<file path="config.mk">
export PLATFORM = sky130hd
export DESIGN_NAME = rv32i_mem_arbiter_flat
export DESIGN_NICKNAME = d
export VERILOG_FILES = /design/src/rtl/rv32i_mem_arbiter_if.sv /design/src/rtl/rv32i_mem_arbiter.sv /design/src/flat_wrapper.sv
export SDC_FILE = /design/constraint.sdc
export NUM_CORES = 1
export LEC_CHECK = 0
export CORE_AREA = 2 2 116 118
export CTS_CLUSTER_DIAMETER = 50
export DETAILED_ROUTE_END_ITERATION = 7
export DIE_AREA = 0 0 118 120
export PLACE_DENSITY = 0.93
export SLEW_MARGIN = 0
export SYNTH_ARGS = -nofsm -noshare
export SYNTH_HDL_FRONTEND = slang
export SYNTH_SLANG_ARGS = --single-unit
export TNS_END_PERCENT = 1
</file>
<file path="constraint.sdc">
create_clock -name clk_i -period 5.4 [get_ports clk_i]
set_input_delay 1.08 -clock clk_i [delete_from_list [all_inputs] [get_ports clk_i]]
set_output_delay 1.08 -clock clk_i [all_outputs]
set_load 0.05 [all_outputs]
</file>
<file path="src/rtl/rv32i_mem_arbiter_if.sv">
// rv32i_mem_arbiter_if: requester and memory-port signals of the fetch/data
// memory arbiter. The arbiter connects through the slave modport; the
// requesters/memory side (the bench) uses the master modport.
interface rv32i_mem_arbiter_if #(
    parameter int XLEN     = 32,
    parameter int PORT_LEN = 16
);
    // fetch requester
    logic                if_req_i;
    logic [XLEN-1:0]     if_addr_i;
    logic                if_ack_o;
    logic                if_err_o;
    logic [XLEN-1:0]     if_rdata_o;
    // load/store requester
    logic                d_req_i;
    logic                d_we_i;
    logic [1:0]          d_size_i;
    logic [XLEN-1:0]     d_addr_i;
    logic [XLEN-1:0]     d_wdata_i;
    logic                d_ack_o;
    logic                d_err_o;
    logic [XLEN-1:0]     d_rdata_o;
    // shared 16-bit memory port
    logic                mem_read_o;
    logic                mem_write_o;
    logic [XLEN-1:0]     mem_addr_o;
    logic [1:0]          mem_be_o;
    logic [PORT_LEN-1:0] mem_data_o;
    logic [PORT_LEN-1:0] mem_data_i;

    modport slave (
        input  if_req_i, if_addr_i,
        input  d_req_i, d_we_i, d_size_i, d_addr_i, d_wdata_i,
        input  mem_data_i,
        output if_ack_o, if_err_o, if_rdata_o,
        output d_ack_o, d_err_o, d_rdata_o,
        output mem_read_o, mem_write_o, mem_addr_o, mem_be_o, mem_data_o
    );

    modport master (
        output if_req_i, if_addr_i,
        output d_req_i, d_we_i, d_size_i, d_addr_i, d_wdata_i,
        output mem_data_i,
        input  if_ack_o, if_err_o, if_rdata_o,
        input  d_ack_o, d_err_o, d_rdata_o,
        input  mem_read_o, mem_write_o, mem_addr_o, mem_be_o, mem_data_o
    );
endinterface

</file>
<file path="src/rtl/rv32i_mem_arbiter.sv">
// rv32i_mem_arbiter: shares one 16-bit memory port between the instruction
// fetch and load/store requesters. Word accesses become two halfword beats,
// byte/half accesses one beat; misaligned requests are answered with an
// error ack and never reach memory.
// Optional feature macro: RV32I_ARB_RR_EN -- round-robin grant on contention.
// Without it the data requester always wins over fetch.
module rv32i_mem_arbiter #(
    parameter int XLEN     = 32,
    parameter int PORT_LEN = 16
) (
    input  logic               clk_i,
    input  logic               reset_ni,
    rv32i_mem_arbiter_if.slave bus
);

    typedef enum logic [2:0] {
        S_IDLE  = 3'd0,
        S_BEAT0 = 3'd1,
        S_BEAT1 = 3'd2,
        S_CAPT  = 3'd3,
        S_RESP  = 3'd4,
        S_ERR   = 3'd5
    } state_e;

    // Normalised access sizes held in size_q (encoding 3 folds into word).
    localparam logic [1:0] SZ_BYTE = 2'd0;
    localparam logic [1:0] SZ_HALF = 2'd1;
    localparam logic [1:0] SZ_WORD = 2'd2;

    state_e          state_q, state_d;
    logic            owner_q, owner_d;     // 1 = data requester, 0 = fetch
    logic            we_q, we_d;
    logic [1:0]      size_q, size_d;
    logic [XLEN-1:0] addr_q, addr_d;
    logic [XLEN-1:0] wdata_q, wdata_d;
    logic [XLEN-1:0] rdata_q, rdata_d;
`ifdef RV32I_ARB_RR_EN
    logic            last_grant_q, last_grant_d;  // 1 = data got the last grant
`endif

    logic            pick_data;
    logic [1:0]      req_size;
    logic [XLEN-1:0] req_addr;
    logic            misaligned;
    logic [XLEN-1:0] base_addr;
    logic [7:0]      byte_lane;

    assign base_addr = {addr_q[XLEN-1:1], 1'b0};
    assign byte_lane = addr_q[0] ? bus.mem_data_i[15:8] : bus.mem_data_i[7:0];

    // Grant selection and access-shape decode of the requester seen in IDLE.
    always_comb begin
`ifdef RV32I_ARB_RR_EN
        pick_data = bus.d_req_i && (!bus.if_req_i || !last_grant_q);
`else
        pick_data = bus.d_req_i;
`endif
        req_addr = pick_data ? bus.d_addr_i : bus.if_addr_i;
        req_size = SZ_WORD;
        if (pick_data && (bus.d_size_i != 2'd3)) req_size = bus.d_size_i;
        misaligned = ((req_size == SZ_WORD) && (req_addr[1:0] != 2'b00)) ||
                     ((req_size == SZ_HALF) && req_addr[0]);
    end

    // Next-state: grant in IDLE, walk the beats, assemble read data.
    always_comb begin
        state_d = state_q;
        owner_d = owner_q;
        we_d    = we_q;
        size_d  = size_q;
        addr_d  = addr_q;
        wdata_d = wdata_q;
        rdata_d = rdata_q;
`ifdef RV32I_ARB_RR_EN
        last_grant_d = last_grant_q;
`endif
        case (state_q)
            S_IDLE: begin
                if (bus.if_req_i || bus.d_req_i) begin
                    owner_d = pick_data;
                    we_d    = pick_data && bus.d_we_i;
                    size_d  = req_size;
                    addr_d  = req_addr;
                    wdata_d = pick_data ? bus.d_wdata_i : '0;
                    rdata_d = '0;
                    state_d = misaligned ? S_ERR : S_BEAT0;
`ifdef RV32I_ARB_RR_EN
                    last_grant_d = pick_data;
`endif
                end
            end
            S_BEAT0: state_d = (size_q == SZ_WORD) ? S_BEAT1 : S_CAPT;
            S_BEAT1: begin
                // data for the beat-0 read arrives now: low halfword
                if (!we_q) rdata_d[PORT_LEN-1:0] = bus.mem_data_i;
                state_d = S_CAPT;
            end
            S_CAPT: begin
                if (!we_q) begin
                    case (size_q)
                        SZ_BYTE: rdata_d = {{(XLEN-8){1'b0}}, byte_lane};
                        SZ_HALF: rdata_d = {{(XLEN-PORT_LEN){1'b0}}, bus.mem_data_i};
                        default: rdata_d = {bus.mem_data_i, rdata_q[PORT_LEN-1:0]};
                    endcase
                end
                state_d = S_RESP;
            end
            S_RESP:  state_d = S_IDLE;
            S_ERR:   state_d = S_IDLE;
            default: state_d = S_IDLE;
        endcase
    end

    // State register; reset abandons any access in flight.
    always_ff @(posedge clk_i or negedge reset_ni) begin
        if (!reset_ni) begin
            state_q <= S_IDLE;
            owner_q <= 1'b0;
            we_q    <= 1'b0;
            size_q  <= SZ_BYTE;
            addr_q  <= '0;
            wdata_q <= '0;
            rdata_q <= '0;
`ifdef RV32I_ARB_RR_EN
            last_grant_q <= 1'b1;
`endif
        end else begin
            state_q <= state_d;
            owner_q <= owner_d;
            we_q    <= we_d;
            size_q  <= size_d;
            addr_q  <= addr_d;
            wdata_q <= wdata_d;
            rdata_q <= rdata_d;
`ifdef RV32I_ARB_RR_EN
            last_grant_q <= last_grant_d;
`endif
        end
    end

    // Memory port: strobes, address, lanes and data only during the beats.
    always_comb begin
        bus.mem_read_o  = 1'b0;
        bus.mem_write_o = 1'b0;
        bus.mem_addr_o  = '0;
        bus.mem_be_o    = 2'b00;
        bus.mem_data_o  = '0;
        if ((state_q == S_BEAT0) || (state_q == S_BEAT1)) begin
            bus.mem_read_o  = !we_q;
            bus.mem_write_o = we_q;
            // base+2 wraps naturally in XLEN bits
            bus.mem_addr_o  = (state_q == S_BEAT1) ? base_addr + XLEN'(2) : base_addr;
            if (size_q == SZ_BYTE) begin
                bus.mem_be_o   = addr_q[0] ? 2'b10 : 2'b01;
                bus.mem_data_o = {2{wdata_q[7:0]}};
            end else begin
                bus.mem_be_o   = 2'b11;
                bus.mem_data_o = (state_q == S_BEAT1) ? wdata_q[XLEN-1:PORT_LEN]
                                                      : wdata_q[PORT_LEN-1:0];
            end
        end
    end

    // Requester responses: one-cycle ack to the owner; rdata only with a read ack.
    always_comb begin
        bus.if_ack_o   = ((state_q == S_RESP) || (state_q == S_ERR)) && !owner_q;
        bus.if_err_o   = (state_q == S_ERR) && !owner_q;
        bus.if_rdata_o = ((state_q == S_RESP) && !owner_q) ? rdata_q : '0;
        bus.d_ack_o    = ((state_q == S_RESP) || (state_q == S_ERR)) && owner_q;
        bus.d_err_o    = (state_q == S_ERR) && owner_q;
        bus.d_rdata_o  = ((state_q == S_RESP) && owner_q) ? rdata_q : '0;
    end

endmodule
</file>
<file path="src/flat_wrapper.sv">
// flat-port wrapper written by rule: the top's interface ports become plain ports
module rv32i_mem_arbiter_flat 
#(
    parameter int XLEN     = 32,
    parameter int PORT_LEN = 16
)
  (clk_i, reset_ni, bus_if_req_i, bus_if_addr_i, bus_d_req_i, bus_d_we_i, bus_d_size_i, bus_d_addr_i, bus_d_wdata_i, bus_mem_data_i, bus_if_ack_o, bus_if_err_o, bus_if_rdata_o, bus_d_ack_o, bus_d_err_o, bus_d_rdata_o, bus_mem_read_o, bus_mem_write_o, bus_mem_addr_o, bus_mem_be_o, bus_mem_data_o);
  rv32i_mem_arbiter_if #(.XLEN(XLEN), .PORT_LEN(PORT_LEN)) bus_i ();
  input  logic clk_i;
  input  logic reset_ni;
  input wire logic [$bits(bus_i.if_req_i)-1:0] bus_if_req_i;
  input wire logic [$bits(bus_i.if_addr_i)-1:0] bus_if_addr_i;
  input wire logic [$bits(bus_i.d_req_i)-1:0] bus_d_req_i;
  input wire logic [$bits(bus_i.d_we_i)-1:0] bus_d_we_i;
  input wire logic [$bits(bus_i.d_size_i)-1:0] bus_d_size_i;
  input wire logic [$bits(bus_i.d_addr_i)-1:0] bus_d_addr_i;
  input wire logic [$bits(bus_i.d_wdata_i)-1:0] bus_d_wdata_i;
  input wire logic [$bits(bus_i.mem_data_i)-1:0] bus_mem_data_i;
  output wire logic [$bits(bus_i.if_ack_o)-1:0] bus_if_ack_o;
  output wire logic [$bits(bus_i.if_err_o)-1:0] bus_if_err_o;
  output wire logic [$bits(bus_i.if_rdata_o)-1:0] bus_if_rdata_o;
  output wire logic [$bits(bus_i.d_ack_o)-1:0] bus_d_ack_o;
  output wire logic [$bits(bus_i.d_err_o)-1:0] bus_d_err_o;
  output wire logic [$bits(bus_i.d_rdata_o)-1:0] bus_d_rdata_o;
  output wire logic [$bits(bus_i.mem_read_o)-1:0] bus_mem_read_o;
  output wire logic [$bits(bus_i.mem_write_o)-1:0] bus_mem_write_o;
  output wire logic [$bits(bus_i.mem_addr_o)-1:0] bus_mem_addr_o;
  output wire logic [$bits(bus_i.mem_be_o)-1:0] bus_mem_be_o;
  output wire logic [$bits(bus_i.mem_data_o)-1:0] bus_mem_data_o;
  assign bus_i.if_req_i = bus_if_req_i;
  assign bus_i.if_addr_i = bus_if_addr_i;
  assign bus_i.d_req_i = bus_d_req_i;
  assign bus_i.d_we_i = bus_d_we_i;
  assign bus_i.d_size_i = bus_d_size_i;
  assign bus_i.d_addr_i = bus_d_addr_i;
  assign bus_i.d_wdata_i = bus_d_wdata_i;
  assign bus_i.mem_data_i = bus_mem_data_i;
  assign bus_if_ack_o = bus_i.if_ack_o;
  assign bus_if_err_o = bus_i.if_err_o;
  assign bus_if_rdata_o = bus_i.if_rdata_o;
  assign bus_d_ack_o = bus_i.d_ack_o;
  assign bus_d_err_o = bus_i.d_err_o;
  assign bus_d_rdata_o = bus_i.d_rdata_o;
  assign bus_mem_read_o = bus_i.mem_read_o;
  assign bus_mem_write_o = bus_i.mem_write_o;
  assign bus_mem_addr_o = bus_i.mem_addr_o;
  assign bus_mem_be_o = bus_i.mem_be_o;
  assign bus_mem_data_o = bus_i.mem_data_o;
  rv32i_mem_arbiter #(.XLEN(XLEN), .PORT_LEN(PORT_LEN)) u_core (.clk_i(clk_i), .reset_ni(reset_ni), .bus(bus_i));
endmodule
</file>
==> impl_metrics.ini, run 1 <==
[status]
status = completed

[synth]
ys_ff_latch = 103
yosysTopAreaCell = dfrtp_1
yosysWarnings = 0
synth_edf_count = 0
async_flop_share = 1.000
yosys.area.top_type_share = 0.4247
synth.avg_cell_area_um2 = 9.003
yosysUniqueCellTypes = 45
synth_cells = 674
synth_nets = 794
yosysMostFrequentCell = dfrtp_1
synth_area_mm2 = 0.006068
synthTopCellsByArea = dfrtp_1 (42%), mux2i_1 (11%), and2_1 (7.0%)
netlist_top_cells_count = dfrtp_1 (103), nand2_1 (91), and2_1 (68), mux2i_1 (65), clkbuf_1 (42)
yosys_most_used_dff = dfrtp_1
ys_seq_area_frac = 0.4247

[timing]
fmax_mhz = 209.5
fin_crit_sh = 0.8840
tightest_slew_ps = 1232
fin_crit_ps = 4773
rsz0062_at_grt = false
setup_viol = 0
hold_viol_final = 0
timing.hold.ws_ps = 509.6
max_slew_margin = 0.1787
tns_ps = 0
finClkSkew_ps = 13.71
slew_violations = 0

[hold_path]
hold_end = u_core.wdata_q[31]
whs_path_depth = 1
hp-class = reg2reg
min_from = u_core.wdata_q[31]

[drt]
avgViaCountPerCell = 5.482
routed_wl_um = 17730
drtIter0Drc = 379
drcViolationCount = 0
avgRoutedWirePerCell_um = 16.71
vias = 5816
ant_nets = 0
drt_first_pass_iters = 7

[clock_network]
post_cts_buffers = 0
clk_pin_slew_ps = 70
clockBufferDepth = 2
clock_sinks = 103
cts_resized = 0
cts_max_level = 3
worstSkewPairLatency_ps = 340
cts-root-buf = clkbuf_16
cts_tree = built
cts_made_buffers = 9
ctsHoldBuffers = 0

[global_route]
grt_antenna_before_repair = 0
first_global_vias = 5484
grt_first_pass_wirelength_um = 28190
met3_usage = 0.06179
grt_max_degree = 56
use_met1 = 0.3069
grt_overflow_total = 0
grt_use_total = 0.2486
use_met2 = 0.4222
gr-max-usage-layer = met2

[floorplan]
start_util = 0.4675
die_h_um = 120
pin_count = 239
die_w_um = 118
die-area_mm2 = 0.01416
coreArea_mm2 = 0.01298
row_count = 42

[critical_path]
r2r_setup_slack_ps = 2940
slowest_delay_ps = 880
cp_slowest_cell = clkdlybuf4s50_1
startpoint_type = register
cp_top_family = simple AND/OR/NAND/NOR gates
path_max_fanout = 35
path_cells = or3b_1 > or4_4 > or4_1 > a21oi_1 > clkdlybuf4s50_1
cp.arrival_ps = 3690
critPathCaptureType = output port
rr_startpoint = u_core.state_q[0]
timing.rr.end = u_core.rdata_q[3]
worstSetupPathType = reg2out
worst-path-buf-inv = 1
reg2reg_depth = 4
required_ps = 4320

[power_and_ir_drop]
max-vdd-ir-drop_v = 0.0005062
power_density_mw_per_mm2 = 550.8
leakagePower_nw = 3.594

[place]
gp_congestion = 0.8887
hpwl_um = 13650
placedCellCount = 1045
port_buffers = 237

[finish]
diodes = 0
nets = 1000
instances_no_fill = 1061
syn_to_final_growth_pct = 45.44
fillCellCount = 1014
drive_gt1_frac = 0.04746

[run]
maxCapViolations = 0
==> worst register-to-register path: stages, from the launching register on <==
cell	delay, ps
dfrtp_1	560
nor2_1	260
o21ai_0	210
a21oi_2	880
mux2_2	430
==> state kept, by name, indices dropped and copies added (netlist names) <==
| register | cells |
|---|---|
| u_core.wdata_q | 32 |
| u_core.we_q | 1 |
| u_core.state_q | 3 |
| u_core.addr_q | 32 |
| u_core.size_q | 2 |
| u_core.owner_q | 1 |
| u_core.rdata_q | 32 |
==> how the worst max path moves through the flow <==
stage | from | end | slack (ps) | cells after the start
finish | u_core.state_q[0] | bus_mem_addr_o[15] | 630 | 5
floorplan | u_core.state_q[0] | bus_mem_addr_o[24] | 1290 | 8
CTS | u_core.state_q[0] | bus_mem_addr_o[15] | 670 | 5
global placement | u_core.state_q[0] | bus_mem_addr_o[16] | 1120 | 5
global route | u_core.state_q[0] | bus_mem_addr_o[15] | 490 | 5
detailed placement | u_core.state_q[0] | bus_mem_addr_o[15] | 1030 | 5
==> power breakdown <==
part / total, mW / internal (mW) / switching (mW)
Clock: 0.640 / 0.363 / 0.277
Combinational: 2.75 / 0.992 / 1.76
Sequential: 1.47 / 1.10 / 0.366
==> per-layer routing <==
layer	vias to the layer above	part of all wire	wire length (um)
met3	39	0.078	1383
met1	2705	0.41	7268
met2	279	0.48	8597
li1	2793	-	-
met4	0	0.027	482
met5	-	0	0
==> layout by cell type (no fill, tap or decap), drive strengths merged, types with 2 or more instances in the layout <==
cell type      synthesis  final
or4                   18     18
nor4                   3      3
xnor2                  6      6
nand2                 91     91
o31ai                 14     14
inv                   31     32
and2                  68     68
mux2i                 65     65
nand3                 14     14
nand4                 11     11
nor3                   5      5
o21ai                 41     41
a21oi                 26     26
clkbuf                42     12
or2                    2      2
nor2                  34     34
xor2                   4      4
a22o                  33     33
nor3b                  2      2
and3                   2      2
or3b                   2      2
buf                   10     12
mux2                   8      8
and4                   4      4
a32o                   8      8
dfrtp                103    103
a311oi                 8      8
or3                    5      5
nor2b                  4      4
clkdlybuf4s50          0    235
==> metrics by stage <==
stage / total power [mW] / utilization / setup WS (ps) / area (um2)
final: 4.862 / 0.6800 / 626.5 / 8826
after global routing: 5.159 / 0.6800 / 487.8 / 8826
after CTS: 4.882 / 0.6800 / 666.4 / 8826
after detailed placement: 4.236 / 0.6575 / 1031 / 8534
after global placement: 4.157 / 0.6575 / 1115 / 8534
after floorplan: 3.307 / - / 1291 / 6068
==> area by class of cell <==
class                   count  area, um2  area share
multi-input cells         488       3181      0.3604
flip-flops and latches    103       2577      0.2920
repair buffers            247       2440      0.2764
clock buffers              12      236.5     0.02679
well taps                 176      220.2     0.02495
inverters                  31      116.4     0.01318
clock inverters             4      55.05    0.006238
==> cells by family after synthesis <==
kind of cell / after synthesis / share of synthesized area
other cells: 1 / 0.0006180
mux: 73 / 0.1221
simple gates: 267 / 0.2274
compound gates: 136 / 0.1528
xor+xnor: 10 / 0.01443
fa+ha+maj: 1 / 0.002062
flops: 103 / 0.4247
buf+inv: 83 / 0.05588
Power figures use the tool's default switching activity.
==> run 2, diff against run 1 <==
- CORE_AREA: 2 2 116 118 -> 2 2 121 123
- DIE_AREA: 0 0 118 120 -> 0 0 123 125
- PLACE_DENSITY: 0.93 -> 0.87
- clock period: 5.4 -> 5.15 ns (I/O delays scaled with it)
==> impl_metrics.ini, run 2 (same netlist as run 1, synthesis figures left out) <==
[status]
status = completed

[timing]
tns_ps = 0
fin_crit_ps = 4676
rsz0062_at_grt = false
hold_viol_final = 0
setup_viol = 0
fmax_mhz = 213.8
finClkSkew_ps = 7.166
fin_crit_sh = 0.9080
tightest_slew_ps = 1131
slew_violations = 0
fin_ws_ps = 473.5
max_slew_margin = 0.2417

[global_route]
first_global_vias = 5513
grt_antenna_before_repair = 0
grt_first_pass_wirelength_um = 27400
grt_use_total = 0.2252
grt_max_degree = 54
grt_overflow_total = 0

[power_and_ir_drop]
power_frac_comb = 0.572
max-vdd-ir-drop_v = 0.0004408
power.internal_mw = 2.542
power_density_mw_per_mm2 = 576.5
p_clk_frac = 0.129
power_switching_mw = 2.560
finalPower_mw = 5.102
seq_power_share = 0.299
switching_share = 0.5017
leakagePower_nw = 3.603

[finish]
fillCellCount = 1221
nets = 1002
instances_no_fill = 1071
top_regs = u_core.addr_q (32), u_core.rdata_q (32), u_core.wdata_q (32)
diodes = 0
drive_gt1_frac = 0.05299
syn_to_final_growth_pct = 45.84
postLayoutCellArea_mm2 = 0.008850
final_common_cell = clkdlybuf4s50_1
final_cell_mix = clkdlybuf4s50_1 (235), dfrtp_1 (103), nand2_1 (91)

[critical_path]
startpoint_type = register
r2r_setup_slack_ps = 2750
reg2reg_depth = 4
required_ps = 4120
critPathCaptureType = output port
cp.arrival_ps = 3650
path_max_fanout = 35
rr_startpoint = u_core.state_q[1]
worstSetupPathType = reg2out
timing.rr.end = u_core.rdata_q[4]

[drt]
drtIter0Drc = 383
vias = 5821
drt_first_pass_iters = 5
routed_wl_um = 17560
drcViolationCount = 0
ant_nets = 0
avgRoutedWirePerCell_um = 16.40
avgViaCountPerCell = 5.435

[clock_network]
cts_max_level = 3
post_cts_buffers = 0
cts_tree = built
cts_made_buffers = 9
clk_pin_slew_ps = 70
ctsHoldBuffers = 0
worstSkewPairLatency_ps = 340
cts-root-buf = clkbuf_16
clock_sinks = 103
clockBufferDepth = 2
cts_resized = 0

[place]
dpl_cell_area_mm2 = 0.008559
gp_congestion = 0.8097
port_buffers = 237
hpwl_um = 13260
placedCellCount = 1055
post-place-ws_ps = 848.1

[floorplan]
die-area_mm2 = 0.01538
die_w_um = 123
row_count = 44
start_util = 0.4272
die_h_um = 125
coreArea_mm2 = 0.01420
pin_count = 239

[hold_path]
min_from = u_core.wdata_q[15]
whs_path_depth = 1
hp-class = reg2reg
hold_end = u_core.wdata_q[15]

[run]
maxCapViolations = 0
==> run 2: critical path, cell delays in order, from the launching register on <==
cell and delay [ps]:
dfrtp_1 580, or3b_1 420, or4_4 720, or4_1 550, a21oi_1 170, clkdlybuf4s50_1 860
==> run 2: how the worst max path moves through the flow <==
stage                      startpoint                 end  slack (ps)
floorplan           u_core.state_q[0]  bus_mem_addr_o[24]        1090
global placement    u_core.state_q[2]  bus_mem_addr_o[19]         910
detailed placement  u_core.state_q[2]  bus_mem_addr_o[19]         850
CTS                 u_core.state_q[2]  bus_mem_addr_o[19]         460
global route        u_core.state_q[1]  bus_mem_addr_o[19]         330
finish              u_core.state_q[1]  bus_mem_addr_o[19]         470
==> run 2: metal layers <==
layer,up-vias,wire length (um),share of wire,global-route usage
met1,2756,7191,0.41,0.2837
met3,32,1417,0.081,0.04790
met2,243,8530,0.49,0.3776
li1,2790,-,-,-
met4,0,423,0.024,0.08422
met5,-,0,0,0
==> run 2: through the flow <==
step,hold slack (ps),util
2_1_floorplan,465.2,-
3_3_place_gp,488.1,0.6026
3_5_place_dp,490.9,0.6026
4_1_cts,512.2,0.6231
5_1_grt,523.6,0.6231
6_report,509.9,0.6231
==> run 2: cell type report <==
type | count | area [um2] | area share
clock buffer | 9 | 225.2 | 0.02545
clock inverter | 7 | 65.06 | 0.007352
inverter | 31 | 116.4 | 0.01315
multi-input combinational | 488 | 3181 | 0.3594
sequential | 103 | 2577 | 0.2912
tap | 184 | 230.2 | 0.02601
timing repair buffer | 249 | 2455 | 0.2774
==> run 2: power groups by stage <==
stage	Clock [mW]	Combinational (mW)	Sequential (mW)
floorplan	0	2.08	1.39
global placement	0	2.87	1.51
detailed placement	0	2.92	1.53
CTS	0.676	2.92	1.52
global route	0.718	3.12	1.58
finish	0.659	2.92	1.53
==> run 3, diff against run 2 <==
- PLACE_DENSITY: 0.87 -> 0.9
==> impl_metrics.ini, run 3 (same netlist as run 1, synthesis figures left out) <==
[finish]
top_regs = u_core.addr_q (32), u_core.rdata_q (32), u_core.wdata_q (32)
final_cell_mix = clkdlybuf4s50_1 (235), dfrtp_1 (103), nand2_1 (91)
fin_util = 0.6280
postLayoutCellArea_mm2 = 0.008920
regArea_mm2 = 0.002577
drive_gt1_frac = 0.05085
nets = 1000
final_common_cell = clkdlybuf4s50_1
diodes = 0
fillCellCount = 1167
instances_no_fill = 1069
syn_to_final_growth_pct = 46.99
multi_input_area_mm2 = 0.003181

[floorplan]
die-area_mm2 = 0.01538
die_w_um = 123
die_h_um = 125
pin_count = 239
coreArea_mm2 = 0.01420
row_count = 44
start_util = 0.4272

[clock_network]
ctsHoldBuffers = 0
clockBufferDepth = 2
cts_resized = 0
cts_made_buffers = 9
clk_pin_slew_ps = 70
clock_sinks = 103
cts_tree = built
cts_max_level = 3
cts-root-buf = clkbuf_16
worstSkewPairLatency_ps = 350
post_cts_buffers = 0

[critical_path]
r2r_setup_slack_ps = 2670
slowest_delay_ps = 850
timing.rr.end = u_core.wdata_q[13]
required_ps = 4120
cp_slowest_cell = clkdlybuf4s50_1
reg2reg_depth = 3
path_max_fanout = 35
cp.arrival_ps = 3630
critPathCaptureType = output port
startpoint_type = register
path_cells = or3b_1 > or4_4 > or4_1 > a21oi_1 > clkdlybuf4s50_1
worstSetupPathType = reg2out
rr_startpoint = u_core.state_q[1]
cp-startpoint = u_core.state_q[1]

[timing]
finClkSkew_ps = 10.97
rsz0062_at_grt = false
max_slew_margin = 0.1675
fin_ws_ps = 485.1
setup_viol = 0
fin_crit_sh = 0.9058
hold_viol_final = 0
tightest_slew_ps = 1249
slew_violations = 0
timing.hold.ws_ps = 508.8
fin_crit_ps = 4665
tns_ps = 0
fmax_mhz = 214.4

[drt]
drtIter0Drc = 322
met3_length_um = 1441
dr_wl_met2_um = 8590
highest_layer = met4
vias = 5820
ant_nets = 0
drt_first_pass_iters = 5
drcViolationCount = 0
avgViaCountPerCell = 5.444
routed_wl_um = 17970
wl_met1_um = 7418
avgRoutedWirePerCell_um = 16.81

[place]
dpl_cell_area_mm2 = 0.008557
gp_congestion = 0.8580
port_buffers = 237
placedCellCount = 1053
post-place-ws_ps = 880.5
hpwl_um = 13330

[power_and_ir_drop]
leakagePower_nw = 3.642
power_density_mw_per_mm2 = 591.3
max-vdd-ir-drop_v = 0.0005221
finalPower_mw = 5.274

[hold_path]
min_from = u_core.wdata_q[11]
whs_path_depth = 1
hold_end = u_core.wdata_q[11]
hp-class = reg2reg

[global_route]
grt_use_total = 0.2328
first_global_vias = 5414
grt_first_pass_wirelength_um = 28160
grt_antenna_before_repair = 0
grt_overflow_total = 0
grt_max_degree = 63

[run]
maxCapViolations = 0

[status]
status = completed
==> run 3: cell types whose count changed in the layout (fill, tap and decap cells not counted) <==
cell | before | now
buf_12 | 0 | 1
bufinv_16 | 0 | 3
clkbuf_8 | 0 | 2
buf_4 | 13 | 10
clkinv_2 | 1 | 0
clkinvlp_4 | 2 | 0
clkinv_8 | 1 | 0
inv_6 | 2 | 1
==> run 3: worst max path at each step <==
stage                    endpoint  slack, ps  cells past startpoint
2_1_floorplan  bus_mem_addr_o[24]       1090                      8
3_3_place_gp   bus_mem_addr_o[19]        940                      5
3_5_place_dp   bus_mem_addr_o[27]        880                      5
4_1_cts        bus_mem_addr_o[27]        490                      5
5_1_grt        bus_mem_addr_o[17]        290                      5
6_report       bus_mem_addr_o[27]        490                      5
==> run 3: layer usage <==
metal / GRT usage / up-vias
li1: - / 2783
met1: 0.2938 / 2736
met2: 0.3828 / 266
met3: 0.05338 / 35
met4: 0.09559 / 0
met5: 0 / -
==> run 3: cell type report <==
| cell class | count | share of cell area |
|---|---|---|
| inverters | 31 | 0.01305 |
| multi-input cells | 488 | 0.3566 |
| clock buffers | 11 | 0.02833 |
| flip-flops and latches | 103 | 0.2890 |
| clock inverters | 5 | 0.01234 |
| repair buffers | 247 | 0.2749 |
| well taps | 184 | 0.02581 |
==> run 3: worst max-delay path, delay by kind of cell (launching register included) <==
kind / cells / cell delay [ps]
buffers and inverters: 1 / 850
AOI/OAI and AO/OA: 1 / 180
DFF: 1 / 560
and+or+nand+nor: 3 / 1680
==> run 3: where the power goes <==
group	internal (mW)	switching, mW	total [mW]	leakage [nW]
clock network	0.507	0.307	0.814	0.178
logic	1.05	1.89	2.94	2.13
registers	1.16	0.357	1.52	1.33
total	2.72	2.56	5.27	3.64
